===== config.mk =====
export PLATFORM = sky130hd
export DESIGN_NAME = trig_pulse_gen
export DESIGN_NICKNAME = d
export VERILOG_FILES = /design/src/rtl/trig_pulse_gen.sv
export SDC_FILE = /design/constraint.sdc
export NUM_CORES = 1
export LEC_CHECK = 0
export BUFFER_PORTS_ARGS = -buffer_cell sky130_fd_sc_hd__buf_4
export CAP_MARGIN = 20
export CORE_ASPECT_RATIO = 1.5
export CORE_MARGIN = 2
export CORE_UTILIZATION = 40
export DETAILED_ROUTE_END_ITERATION = 8
export SYNTH_ARGS = -nofsm -noshare
export SYNTH_HDL_FRONTEND = slang
export SYNTH_SLANG_ARGS = --single-unit

===== constraint.sdc =====
create_clock -name Clk -period 3.3 [get_ports Clk]
set_input_delay 0.99 -clock Clk [delete_from_list [all_inputs] [get_ports Clk]]
set_output_delay 0.99 -clock Clk [all_outputs]
set_load 0.05 [all_outputs]

===== src/rtl/trig_pulse_gen.sv =====
// Trigger pulse burst generator: Count pulses of W cycles spaced P cycles apart, or continuous until Stop.
// First pulse rises 1 cycle after Start is sampled in IDLE; no backpressure, Start outside IDLE is ignored.
module trig_pulse_gen #(
   parameter int PERIOD_BITS = 16,
   parameter int WIDTH_BITS  = 8
) (
   input  logic                   Clk,
   input  logic                   Reset,
   input  logic                   Start,
   input  logic                   Stop,
   input  logic [PERIOD_BITS-1:0] PulseCount,
   input  logic [WIDTH_BITS-1:0]  PulseWidth,
   input  logic [PERIOD_BITS-1:0] PulsePeriod,
   output logic                   TrigPulse,
   output logic                   TRIGB,
   output logic                   Busy,
   output logic                   Done,
   output logic [PERIOD_BITS-1:0] PulsesSent
);

   // Period arithmetic must hold W+1 even when PulseWidth is all-ones.
   localparam int CALC_BITS = (PERIOD_BITS > WIDTH_BITS) ? PERIOD_BITS : WIDTH_BITS + 1;

   localparam logic [WIDTH_BITS-1:0]  W_ONE   = WIDTH_BITS'(1);
   localparam logic [WIDTH_BITS:0]    WP1_ONE = (WIDTH_BITS + 1)'(1);
   localparam logic [CALC_BITS-1:0]   C_ONE   = CALC_BITS'(1);
   localparam logic [PERIOD_BITS-1:0] P_ONE   = PERIOD_BITS'(1);

   typedef enum logic [1:0] {
      IDLE = 2'd0,
      HIGH = 2'd1,
      GAP  = 2'd2,
      DONE = 2'd3
   } state_t;

   state_t                 state;
   logic [PERIOD_BITS-1:0] lat_count;
   logic [WIDTH_BITS-1:0]  lat_width;
   logic [CALC_BITS-1:0]   lat_period;
   logic [WIDTH_BITS-1:0]  width_cnt;
   logic [CALC_BITS-1:0]   gap_cnt;

   logic [WIDTH_BITS-1:0]  width_clamp;
   logic [WIDTH_BITS:0]    width_plus1;
   logic [CALC_BITS-1:0]   period_in;
   logic [CALC_BITS-1:0]   period_clamp;
   logic [CALC_BITS-1:0]   gap_len;
   logic                   last_pulse;

   always_comb begin
      width_clamp  = (PulseWidth == '0) ? W_ONE : PulseWidth;
      width_plus1  = {1'b0, width_clamp} + WP1_ONE;
      period_in    = CALC_BITS'(PulsePeriod);
      period_clamp = (period_in > CALC_BITS'(width_plus1)) ? period_in : CALC_BITS'(width_plus1);
      gap_len      = lat_period - CALC_BITS'(lat_width);
      last_pulse   = (lat_count != '0) && (PulsesSent == lat_count);
   end

   always_ff @(posedge Clk) begin
      if (Reset) begin
         state      <= IDLE;
         TrigPulse  <= 1'b0;
         TRIGB      <= 1'b1;
         Busy       <= 1'b0;
         Done       <= 1'b0;
         PulsesSent <= '0;
         lat_count  <= '0;
         lat_width  <= '0;
         lat_period <= '0;
         width_cnt  <= '0;
         gap_cnt    <= '0;
      end else begin
         case (state)
            IDLE: begin
               if (Start && !Stop) begin
                  lat_count  <= PulseCount;
                  lat_width  <= width_clamp;
                  lat_period <= period_clamp;
                  width_cnt  <= width_clamp - W_ONE;
                  PulsesSent <= P_ONE;
                  TrigPulse  <= 1'b1;
                  TRIGB      <= 1'b0;
                  Busy       <= 1'b1;
                  state      <= HIGH;
               end
            end

            HIGH: begin
               // Stop is only honoured once the pulse has run its full width.
               if (width_cnt != '0) begin
                  width_cnt <= width_cnt - W_ONE;
               end else begin
                  TrigPulse <= 1'b0;
                  TRIGB     <= 1'b1;
                  if (last_pulse || Stop) begin
                     Done  <= 1'b1;
                     state <= DONE;
                  end else begin
                     gap_cnt <= gap_len - C_ONE;
                     state   <= GAP;
                  end
               end
            end

            GAP: begin
               if (Stop) begin
                  Done  <= 1'b1;
                  state <= DONE;
               end else if (gap_cnt == '0) begin
                  width_cnt  <= lat_width - W_ONE;
                  PulsesSent <= PulsesSent + P_ONE;
                  TrigPulse  <= 1'b1;
                  TRIGB      <= 1'b0;
                  state      <= HIGH;
               end else begin
                  gap_cnt <= gap_cnt - C_ONE;
               end
            end

            DONE: begin
               Done  <= 1'b0;
               Busy  <= 1'b0;
               state <= IDLE;
            end

            default: begin
               state <= IDLE;
            end
         endcase
      end
   end

   a_trigb_inverse: assert property (@(posedge Clk) disable iff (Reset) TRIGB == !TrigPulse);
   a_busy_state:    assert property (@(posedge Clk) disable iff (Reset) Busy == (state != IDLE));
   a_done_state:    assert property (@(posedge Clk) disable iff (Reset) Done == (state == DONE));

endmodule


==> run_results.csv <==
group,metric,value,unit
outcome,run_status,"complete, no violations",
placement,globalplace.congestion,0.886,
clocking,htree_levels,3,
cells_and_area,antenna_cells,0,
setup_path,cp-start-kind,"input port",
cells_and_area,layout_commonest_cell,"buf_4",
yosys,syn_area_per_cell,7.80,sq um
placement,port_buffers,63,
cells_and_area,drive_gt1_share,17.2,%
setup_path,worst_r2r_path_depth,9,
sta,slew_headroom,51.5,%
sta,slew_violations,0,
yosys,postSynthCellCount,678,
floorplan,core,0.0130,sq mm
clocking,cts-hold-fix-buffers,0,
job,max_cap_violations,0,
clocking,post_cts_buffers,0,
setup_path,critPathKind,"input port to flop",
setup_path,worst_ep_arrival_time,3.39,ns
sta,final.period_utilization,94.7,%
sta,finalSetupViolations,0,
power,power.ir.vdd_worst,374,uV
yosys,yosys_register_bits,86,
clocking,clk_pin_slew_worst_paths,0.07,ns
setup_path,timing.critical_path.to_type,"flop",
drt,vias_per_cell,5.79,
grt,grt_use_total,21.9,%
sta,worst-slew-pin-transition,0.721,ns
yosys,postSynthNetCount,747,
cells_and_area,nNetsFinal,824,
yosys,asyncSetResetFlopFracSynth,0,%
drt,detail_route.wl_per_cell,16.7,um
hold_path,min_delay_worst_endpoint,"lat_period[2]",
yosys,synth.cell_area,0.00529,sq mm
clocking,tritoncts_num_sinks,86,
floorplan,ios,64,
floorplan,die_h,145,um
placement,dpl_worst_slack,-0.173,ns
grt,grt_max_degree,34,
placement,dp_hpwl,12000,um
yosys,synth_warnings,0,
sta,setup_repair_after_global_routing_missed_its_margin,"no",
setup_path,maximum_net_fanout_on_the_critical_path,13,
drt,drt_wl_total,15300,um
grt,initial_antenna_violation_count,0,
placement,placed_cells,903,
cells_and_area,area_growth_syn_to_layout,21.9,%
sta,timing.setup.tns,0,ns
setup_path,required,3.56,ns
power,cellLeakagePower,2.53,nW
clocking,post_cts_resized,0,
power,powerDensity,779,mW/mm^2
setup_path,r2r_end,"width_cnt[6]",
clocking,cts_tree,"built",
floorplan,die_area,0.0142,sq mm
hold_path,worstHoldPathCells,2,
sta,post_route_hold_slack,0.469,ns
grt,first_global_vias,5263,
clocking,cts_root_buf,"clkbuf_16",
clocking,total_clock_buffers_created_by_cts,9,
sta,timing.final.crit_period,3.12,ns
yosys,synth-main-ff-cell,"dfxtp_1",
setup_path,r2r-start,"gap_cnt[0]",
yosys,synth-seq-area-share,32.5,%
grt,grt_remaining_overflow,0,
floorplan,initial_core_util,40.8,%
grt,first_pass_grt_wire_length,25100,um
power,total_power,0.00503,W
cells_and_area,final_cell_mix,"buf_4, nand2_1, dfxtp_1",
drt,detail_route.drc_violations,0,
hold_path,hold_path_class,"flop to flop",
drt,dr.first_iter.drc_count,232,
sta,max_freq,320,MHz
drt,detailroute.via_count,5318,
cells_and_area,final_cell_count_no_fill,919,
sta,clock-skew-final,0.00985,ns
sta,setup_slack,0.175,ns
setup_path,r2r_setup_slack,0.38,ns
clocking,worstSkewPairLatency,0.35,ns
hold_path,min-delay-start,"lat_period[2]",
drt,ant_nets,0,
clocking,cts-root-to-sink-buffers,2,
sta,report.final.hold_viol_count,0,
drt,drtPass1Iterations,5,
yosys,synth-edff-count,0,
yosys,synth.lib_cells_used.distinct,60,
floorplan,die_width,97.9,um
floorplan,row_count,51,
sequential cells by signal, summed over array words and instances, names as in the netlist, 2 cells and up:
name and cells:
PulsesSent 16, state 2, lat_count 16, lat_period 16
gap_cnt 16, lat_width 8, width_cnt 8
worst max path at each step:
stage	from	end	cells after the start
after global placement	PulseWidth[4]	lat_period[1]	12
after detailed placement	PulseWidth[4]	lat_period[6]	14
after global routing	PulseWidth[4]	lat_period[7]	15
after floorplan	PulseWidth[4]	lat_period[0]	11
after CTS	PulseWidth[4]	lat_period[7]	14
final	PulseWidth[4]	lat_period[6]	14
kinds of logic after synthesis:
logic type	after synthesis	share of synthesized area, %
AOI/OAI and AO/OA	211	25.6
buffers and inverters	63	4.59
muxes	11	2.13
adders and majority gates	25	6.05
DFF	86	32.5
xor gates and xnor gates	41	6.79
and+or+nand+nor	241	22.3
synthesized netlist by cell type, types with 17 or more instances:
cell type,number,share of area [%]
o21ai_0,37,3.5
dfxtp_1,86,33
nand2_1,89,6.3
a211oi_1,17,2.4
xnor2_1,18,3.0
nor2_1,44,3.1
inv_1,28,2.0
a21oi_1,75,7.1
o31ai_1,17,2.4
ha_1,24,5.7
clkbuf_1,30,2.1
nand3_1,21,2.0
xor2_1,23,3.8
per-layer routing:
metal	up-vias	track usage (%)	part of all wire, %
li1	2631	-	-
met1	2498	22.8	38
met2	160	42.6	56
met3	29	3.46	3.9
met4	0	10.2	2.9
met5	-	0	0
per-stage QoR:
stage                     util (%)  cell area, sq um
after floorplan                  -              5320
after CTS                     49.8              6450
after global routing          49.8              6450
after global placement        47.3              6130
after detailed placement      47.3              6130
final                         49.8              6450
worst max-delay path, stage by stage:
cell and delay [ns]:
buf_4 0.10, buf_4 0.11, inv_1 0.05, nor2_1 0.27, and3_1 0.25, xnor2_1 0.15, ha_1 0.28, nand4_1 0.12
a21oi_1 0.07, o41ai_2 0.34, buf_4 0.18, buf_4 0.17, nor2_1 0.05, o31ai_1 0.23
power by group:
group          internal, W  switching, W  leakage (nW)
Sequential         0.00124      0.000190         0.701
Combinational     0.000996       0.00152          1.68
Clock             0.000636      0.000450         0.154
Total              0.00287       0.00216          2.53
final cells by class:
| cell class | count | area [sq um] |
|---|---|---|
| Fill cell | 1253 | 6500 |
| Multi-Input combinational cell | 529 | 3350 |
| Sequential cell | 86 | 1720 |
| Timing Repair Buffer | 100 | 751 |
| Clock buffer | 11 | 253 |
| Tap cell | 159 | 199 |
| Inverter | 29 | 109 |
| Clock inverter | 5 | 66.3 |
Power figures use the tool's default switching activity.
